[src/rtl/param_counter_if.sv]
// Control/status bundle for param_counter: the driver owns the controls,
// the counter owns the count, terminal-count and sticky boundary flag.
interface param_counter_if #(
    parameter int WIDTH = 8
);
    logic             enable;
    logic             clear;
    logic             load;
    logic [WIDTH-1:0] load_val;
    logic             up_down;
    logic             sat_mode;
    logic [WIDTH-1:0] out;
    logic             tc;
    logic             ovf;

    modport master (
        output enable, clear, load, load_val, up_down, sat_mode,
        input  out, tc, ovf
    );

    modport slave (
        input  enable, clear, load, load_val, up_down, sat_mode,
        output out, tc, ovf
    );
endinterface

[src/rtl/param_counter.sv]
// Up/down counter over 0..MAX_VAL with wrap or saturate at the ends, clamped
// parallel load, a sticky boundary flag and a combinational cascade output.
module param_counter #(
    parameter int               WIDTH   = 8,
    parameter logic [WIDTH-1:0] MAX_VAL = {WIDTH{1'b1}}
) (
    input  logic                 clk,
    input  logic                 reset,
    param_counter_if.slave       bus
);
    logic [WIDTH-1:0] out_q, out_d;
    logic             ovf_q, ovf_d;
    logic             at_max, at_zero;

    assign at_max  = (out_q == MAX_VAL);
    assign at_zero = (out_q == '0);

    // NOTE: defaults first, so every path assigns every output and no latch is inferred.
    always_comb begin
        out_d = out_q;
        ovf_d = ovf_q;
        if (bus.clear) begin
            out_d = '0;
            ovf_d = 1'b0;
        end else if (bus.load) begin
            out_d = (bus.load_val > MAX_VAL) ? MAX_VAL : bus.load_val;
        end else if (bus.enable) begin
            if (bus.up_down) begin
                if (at_max) begin
                    ovf_d = 1'b1;
                    out_d = bus.sat_mode ? MAX_VAL : '0;
                end else begin
                    out_d = out_q + WIDTH'(1);
                end
            end else begin
                if (at_zero) begin
                    ovf_d = 1'b1;
                    out_d = bus.sat_mode ? '0 : MAX_VAL;
                end else begin
                    out_d = out_q - WIDTH'(1);
                end
            end
        end
    end

    // NOTE: non-blocking assignments for state so every flop samples pre-edge values.
    always_ff @(posedge clk or negedge reset) begin
        if (!reset) begin
            out_q <= '0;
            ovf_q <= 1'b0;
        end else begin
            out_q <= out_d;
            ovf_q <= ovf_d;
        end
    end

    assign bus.out = out_q;
    assign bus.ovf = ovf_q;
    assign bus.tc  = bus.enable & ((bus.up_down & at_max) | (~bus.up_down & at_zero));
endmodule

[src/flat_wrapper.sv]
// flat-port wrapper written by rule: the top's interface ports become plain ports
module param_counter_flat 
#(
    parameter int               WIDTH   = 8,
    parameter logic [WIDTH-1:0] MAX_VAL = {WIDTH{1'b1}}
)
  (clk, reset, bus_enable, bus_clear, bus_load, bus_load_val, bus_up_down, bus_sat_mode, bus_out, bus_tc, bus_ovf);
  param_counter_if #(.WIDTH(WIDTH)) bus_i ();
  input  logic clk;
  input  logic reset;
  input wire logic [$bits(bus_i.enable)-1:0] bus_enable;
  input wire logic [$bits(bus_i.clear)-1:0] bus_clear;
  input wire logic [$bits(bus_i.load)-1:0] bus_load;
  input wire logic [$bits(bus_i.load_val)-1:0] bus_load_val;
  input wire logic [$bits(bus_i.up_down)-1:0] bus_up_down;
  input wire logic [$bits(bus_i.sat_mode)-1:0] bus_sat_mode;
  output wire logic [$bits(bus_i.out)-1:0] bus_out;
  output wire logic [$bits(bus_i.tc)-1:0] bus_tc;
  output wire logic [$bits(bus_i.ovf)-1:0] bus_ovf;
  assign bus_i.enable = bus_enable;
  assign bus_i.clear = bus_clear;
  assign bus_i.load = bus_load;
  assign bus_i.load_val = bus_load_val;
  assign bus_i.up_down = bus_up_down;
  assign bus_i.sat_mode = bus_sat_mode;
  assign bus_out = bus_i.out;
  assign bus_tc = bus_i.tc;
  assign bus_ovf = bus_i.ovf;
  param_counter #(.WIDTH(WIDTH), .MAX_VAL(MAX_VAL)) u_core (.clk(clk), .reset(reset), .bus(bus_i));
endmodule
[config.mk]
export PLATFORM = sky130hd
export DESIGN_NAME = param_counter_flat
export DESIGN_NICKNAME = d
export VERILOG_FILES = /design/src/rtl/param_counter_if.sv /design/src/rtl/param_counter.sv /design/src/flat_wrapper.sv
export SDC_FILE = /design/constraint.sdc
export NUM_CORES = 1
export LEC_CHECK = 0
export BUFFER_PORTS_ARGS = -buffer_cell sky130_fd_sc_hd__buf_2
export CAP_MARGIN = 5
export CORE_AREA = 2 2 48 50
export CTS_CLUSTER_SIZE = 30
export DETAILED_ROUTE_END_ITERATION = 6
export DIE_AREA = 0 0 50 52
export PLACE_DENSITY = 0.73
export SYNTH_ARGS = -nofsm -noshare
export SYNTH_HDL_FRONTEND = slang
export SYNTH_SLANG_ARGS = --single-unit
[constraint.sdc]
create_clock -name clk -period 2.44 [get_ports clk]
set_input_delay 0.244 -clock clk [delete_from_list [all_inputs] [get_ports clk]]
set_output_delay 0.244 -clock clk [all_outputs]
set_load 0.005 [all_outputs]
==> metrics.log, run 1 <==
[metrics] Cell variety after synth: a little under 50
[metrics] Cell Area, Placed: 1090 um2
[metrics] area of the mapped netlist: a little under 1000 um2
[metrics] Global Route Usage Sum: 0.239
[metrics] number of top-level design ports: 25
[metrics] setup repair after global routing missed its margin: false
[metrics] final antenna diode count: 0
[metrics] 1st-pass router iterations: 4
[metrics] area delta synth->final: 13.5%
[metrics] root cell of the clock tree: clkbuf_4
[metrics] Filler cells: between 200 and 250
[metrics] Resized cells post-CTS: 0
[metrics] largest cells by area after synthesis: dfrtp_1 23%, a21oi_1 5.6%, nand3_1 5.1%, nor3b_1 4.5%, ha_1 3.8%
[metrics] maximum fanout along the worst path: 12
[metrics] height of the die: approximately 52 um
[metrics] worst-case clock buffer depth: 2
[metrics] pin count of the biggest net entering global routing: 19
[metrics] largest area contributor in the netlist: dfrtp_1
[metrics] final-report max-slew violation count: 0
[metrics] setup TNS: 0 ns
[metrics] total detailed-routing wirelength: 2.79 mm
[metrics] Slowest-stage cell, CP: dfrtp_1
[metrics] Primary FF master, synth: dfrtp_1
[metrics] Total Nets Final: between 150 and 200
[metrics] Max Clock Freq: 483 MHz
[metrics] Reg clk slew, reported paths: 0.06 ns
[metrics] critical path data required time: 2.20 ns
[metrics] Final setup viols: 0
[metrics] cells traversed along the worst timing path: ha_1 > and3_2 > nand3_1 > a21boi_1 > buf_2
[metrics] number of levels in the clock H-tree: 1
[metrics] post-synthesis net count: about 140
[metrics] clock buffers created by TritonCTS: 3
[metrics] type of the worst min-delay path: in -> reg
[metrics] number of cells produced by synthesis: 123
[metrics] startpoint type of the worst setup path: register
[metrics] outcome: completed
[metrics] estimated wirelength of the detail-placed design: roughly 2 mm
[metrics] via density per instance: between 6 and 7
[metrics] area share of the largest cell type after synthesis: 0.227
[metrics] PwrDens: between 400 and 500 nW/um2
[metrics] placeable core region: 2110 um2
[metrics] delay-heaviest family, CP: flip-flops
[metrics] part of the Yosys area used for sequential elements: 0.227
[metrics] count of flip-flops with a built-in enable after synthesis: 0
[metrics] Die Span X: 50 um
[metrics] effective utilization at floorplan: 0.471
[metrics] IR drop worst, VDD: roughly 0.28 mV
[metrics] number of violations of the max-capacitance limit: 0
[metrics] total leakage power: around 0.47 nW
[metrics] antenna violations before repair: 0
[metrics] final setup skew: 0.000992 ns
[metrics] highest cell delay on the worst timing path: 0.51 ns
[metrics] global-route wire length before repair: 4.64 mm
[metrics] remaining antenna violation count after routing: 0
[metrics] clock tree from TritonCTS: built
[metrics] Clock Latency Late Sink: 0.27 ns
[metrics] number of design-rule violations left by the first detailed-router iteration: 33
[metrics] flop2flop setup slack: 0.38 ns
[metrics] total grt overflow: 0
[metrics] Die Footprint: 2600 um2
[metrics] fraction of registers with async set/reset: 1.00
[metrics] CP Capture Type: output pin
[metrics] register bit total from synthesis: 9
[metrics] DRC violations left: 0
[metrics] IO Port Bufs: 24
[metrics] routability cong.: between 0.8 and 0.9
[metrics] average cell area after synthesis: approximately 8.1 um2
[metrics] post-layout util: 0.534
[metrics] Worst Tran Pin Value: 0.470 ns
[metrics] Hold Fails Final Rpt: 0
[metrics] total of warnings raised by yosys: 0
[metrics] category of the most critical setup path: reg -> out
[metrics] # clock sinks: 9
[metrics] tightest slew margin relative to the limit: 0.687
[metrics] Final Cycle Share: 0.849
[metrics] Routed wire per std cell: 16.5 um
[metrics] Total Power Consumption: approximately 0.49 mW
[metrics] buffers plus inverters on the worst setup path: 1
[metrics] num rows: 17
[metrics] Critical Path AT: 1.83 ns
[metrics] final std cell area, no fill: 1120 um2
[metrics] min cycle time layout: 2.07 ns
[metrics] Hold WS: 0.259 ns
[metrics] fraction of layout cells with a size suffix above 1: 0.234
[metrics] count of vias placed by the detailed router: 1,083
[metrics] vias in the first global route: 999
-- synthesized netlist by cell type (all sizes together), types with 2 or more instances --
cell	number
or4	3
ha	3
o22ai	2
nor3b	7
nand4	2
inv	4
nand2	3
a21oi	11
and2	2
o2bb2ai	3
nor4	3
nor2b	2
buf	6
and3	3
nand3	10
dfrtp	9
nand2b	2
xnor2	2
nor3	4
nor2	7
a31o	2
clkbuf	6
a211oi	2
a41o	2
o21ai	5
-- worst paths after layout --
| path | start | end | depth (start not counted) |
|---|---|---|---|
| max in group asynchronous | reset | u_core.bus.ovf | 2 |
| min in group asynchronous | reset | u_core.bus.out[4] | 2 |
| max reg2reg | u_core.bus.out[0] | u_core.bus.out[5] | 6 |
| min | bus_load_val[2] | u_core.bus.out[2] | 3 |
| min reg2reg | u_core.bus.ovf | u_core.bus.ovf | 1 |
| max | u_core.bus.out[0] | bus_tc | 5 |
-- cells in the final DEF (no fill, tap or decap), types with 2 or more instances in the layout --
cell	instances
buf_2	24
a21oi_1	11
nand3_1	10
dfrtp_1	9
nor3b_1	6
nor2_1	6
inv_1	4
nor3_1	4
o21ai_0	4
o2bb2ai_1	3
nand2_1	3
or4_1	3
ha_1	3
clkbuf_4	3
a41o_1	2
nand4_1	2
nor4_1	2
a211oi_1	2
nor2b_1	2
and2_1	2
o22ai_1	2
xnor2_1	2
and3_1	2
a31o_1	2
nand2b_1	2
-- cell families (layout without fill, tap and decap cells) --
logic type / Yosys count / count (layout) / share of synthesized area
multiplexers: 1 / 1 / 0.0227
XOR/XNOR: 3 / 3 / 0.0265
AO/OA/AOI/OAI: 37 / 37 / 0.260
AND/OR/NAND/NOR: 54 / 54 / 0.345
buffers and inverters: 16 / 34 / 0.0808
flip-flops: 9 / 9 / 0.227
adder cells (fa/ha/maj): 3 / 3 / 0.0379
-- sequential cells by signal, summed over array words and instances (netlist names) --
signal and flops:
u_core.bus.out 8, u_core.bus.ovf 1
-- cell type report --
| cell class | instances | area (um2) | area share |
|---|---|---|---|
| Tap cell | 28 | 35.0 | 0.0311 |
| Inverter | 4 | 15.0 | 0.0133 |
| Clock buffer | 4 | 26.3 | 0.0234 |
| Multi-Input combinational cell | 98 | 686 | 0.610 |
| Sequential cell | 9 | 225 | 0.200 |
| Timing Repair Buffer | 26 | 138 | 0.122 |
-- metrics by stage --
stage	setup slack [ns]	instances
after floorplan	0.384	123
after global placement	0.466	164
after detailed placement	0.397	164
after CTS	0.377	169
after global routing	0.161	169
final	0.369	169
-- metal layers --
metal | GRT usage | share of wire
met1 | 0.305 | 0.40
met2 | 0.384 | 0.49
met3 | 0.0603 | 0.090
met4 | 0.0972 | 0.025
met5 | 0 | 0
-- worst register-to-register path, stage by stage, from the launching register on --
cell and delay, ns:
dfrtp_1 0.51, inv_1 0.14, ha_1 0.24, nor3b_2 0.18
and2_1 0.18, or4_1 0.47, a41o_1 0.24
-- power by group --
part | switching (mW) | internal [mW]
sequential | 0.0322 | 0.160
combinational | 0.0905 | 0.0803
clock | 0.0602 | 0.0635
total | 0.183 | 0.304
-- timing repair --
action	4_1_cts	5_1_grt
buffers inserted	0	0
hold endpoints to repair	9	0
hold buffers	1	0
Power figures use the tool's default switching activity.
==> inputs of run 2 (changes only) <==
Settings changed: CORE_AREA 2 2 48 50 to 2 2 49 51, DIE_AREA 0 0 50 52 to 0 0 51 53.
Clock period 2.44 ns to 1.8 ns, I/O delays scaled along.
==> run 2 against run 1 <==
First-iteration DRC count is 55% higher. Largest cell class unchanged. Highest routed layer unchanged. Combinational power up 92%. Critical path depth is 2 higher.
==> metrics.log, run 2 (synthesis gave the netlist of run 1 again) <==
[metrics] flop2flop setup slack: 0.02 ns
[metrics] Total Power Consumption: 0.745 mW
[metrics] most used cells in the layout excluding fill and tap cells: 24 x buf_2, 17 x buf_4, 11 x a21oi_1
[metrics] outcome: completed
[metrics] fraction of layout cells with a size suffix above 1: 0.428
[metrics] global-route wire length before repair: ~4.7 mm
[metrics] startpoint of the most critical register-to-register path: u_core.bus.out[0]
[metrics] number of cells on the worst reg-to-reg path: 6
[metrics] setup repair after global routing missed its margin: true
[metrics] launch point of the worst path: u_core.bus.out[1]
[metrics] number of design-rule violations left by the first detailed-router iteration: 51
[metrics] Hold Fails Final Rpt: 0
[metrics] remaining antenna violation count after routing: 0
[metrics] Die Span X: about 51 um
[metrics] # clock sinks: 9
[metrics] Critical Path AT: 1.62 ns
[metrics] total grt overflow: 0
[metrics] routability cong.: 0.878
[metrics] estimated wirelength of the detail-placed design: 2.15 mm
[metrics] critical path data required time: approximately 1.6 ns
[metrics] number of instances in the placed design: 176
[metrics] startpoint type of the worst setup path: register
[metrics] clock tree from TritonCTS: built
[metrics] count of vias placed by the detailed router: around 1,200
[metrics] IO Port Bufs: 24
[metrics] Reg clk slew, reported paths: 0.07 ns
[metrics] Global Route Usage Sum: 0.233
[metrics] end of the worst hold path: u_core.bus.out[0]
[metrics] total detailed-routing wirelength: about 3 mm
[metrics] maximum fanout along the worst path: 4
[metrics] height of the die: 53 um
[metrics] Worst Tran Pin Value: 0.456 ns
[metrics] final antenna diode count: 0
[metrics] post-layout util: 0.632
[metrics] clock buffers created by TritonCTS: 3
[metrics] antenna violations before repair: 0
[metrics] Filler cells: 189
[metrics] root cell of the clock tree: clkbuf_4
[metrics] most common library cell in the layout ignoring fill and taps: buf_2
[metrics] 1st-pass router iterations: 4
[metrics] Total Nets Final: approximately 180
[metrics] Max Clock Freq: 557 MHz
[metrics] num rows: 17
[metrics] via density per instance: 6.17
[metrics] Hold WS: about 0.20 ns
[metrics] RR Endpoint: u_core.bus.out[5]
[metrics] DRC violations left: 0
[metrics] Routed wire per std cell: 16.0 um
[metrics] worst setup slack after layout: 0.00307 ns
[metrics] total leakage power: about 0.55 nW
[metrics] effective utilization at floorplan: 0.461
[metrics] IR drop worst, VDD: 0.412 mV
[metrics] Worst Hold Path Cells: 3
[metrics] final-report max-slew violation count: 0
[metrics] pin count of the biggest net entering global routing: 18
[metrics] Die Footprint: around 2700 um2
[metrics] max reg flops: 8
[metrics] pre-CTS setup slack: 0.00906 ns
[metrics] vias in the first global route: 978
[metrics] area delta synth->final: 37.1%
[metrics] category of the most critical setup path: reg -> out
[metrics] number of top-level design ports: 25
[metrics] number of levels in the clock H-tree: 1
[metrics] source of the worst hold timing path: bus_load_val[0]
[metrics] number of violations of the max-capacitance limit: 0
[metrics] CP Capture Type: output pin
[metrics] tightest slew margin relative to the limit: 0.693
[metrics] min cycle time layout: 1.80 ns
[metrics] worst-case clock buffer depth: 2
[metrics] type of the worst min-delay path: in -> reg
[metrics] Clock Latency Late Sink: 0.27 ns
[metrics] final setup skew: 0.00488 ns
[metrics] final non-filler cell total: 187
[metrics] Final setup viols: 0
[metrics] Final Cycle Share: 0.998
[metrics] PwrDens: 549 nW/um2
[metrics] placeable core region: 2150 um2
run 2: cell types whose count changed in the layout (fill, tap and decap cells not counted), moves of 2 or more:
cell / previous run / this run
buf_4: 1 / 17
dfrtp_1: 9 / 3
dfrtp_2: 0 / 6
buf_6: 0 / 2
ha_1: 3 / 1
ha_4: 0 / 2
inv_1: 4 / 2
nand3_1: 10 / 8
run 2: layout make-up:
type,instances,area [um2],area share
multi-input combinational,98,767,0.564
timing repair buffer,44,280,0.206
sequential,9,233,0.171
tap,28,35.0,0.0258
clock buffer,4,26.3,0.0193
inverter,4,17.5,0.0129
run 2: power breakdown:
part | internal, mW | total [mW] | switching [mW] | leakage, nW
Combinational | 0.168 | 0.329 | 0.161 | 0.428
Clock | 0.0859 | 0.165 | 0.0793 | 0.0150
Sequential | 0.219 | 0.251 | 0.0315 | 0.111
Total | 0.473 | 0.745 | 0.272 | 0.554
run 2: worst max path at each step:
stage | endpoint | slack (ns) | cells past startpoint
after global placement | u_core.bus.out[6] | 0.05 | 5
final | bus_tc | 0.003 | 7
after detailed placement | u_core.bus.out[5] | 0.009 | 6
after global routing | bus_tc | -0.07 | 7
after CTS | u_core.bus.out[5] | -0.003 | 6
after floorplan | u_core.bus.out[5] | -0.03 | 7
run 2: critical path: stages (launching register included):
cell	delay, ns
dfrtp_2	0.44
inv_2	0.10
ha_4	0.13
nor3b_4	0.19
buf_6	0.14
nand3_4	0.09
a21boi_2	0.15
buf_2	0.11
run 2: repair_timing:
action	in CTS	in global routing
setup endpoints to repair	2	6
pin swaps	3	4
hold buffers	1	0
hold endpoints to repair	9	0
resized for setup	9	10
buffers inserted	3	3
cloned	0	0
run 2: through the flow:
| stage | instance area (um2) | TNS (ns) |
|---|---|---|
| final | 1360 | 0 |
| after global routing | 1360 | -0.126 |
| after CTS | 1300 | -0.00358 |
| after detailed placement | 1200 | 0 |
| after global placement | 1200 | 0 |
| after floorplan | 1030 | -0.0346 |
run 2: layer usage:
layer  GRT usage  routed length [um]  part of all wire
met5           0                   0                 0
met2       0.368                1470              0.49
met3      0.0198                 150             0.050
met4      0.0991                  42             0.014
met1       0.325                1330              0.44
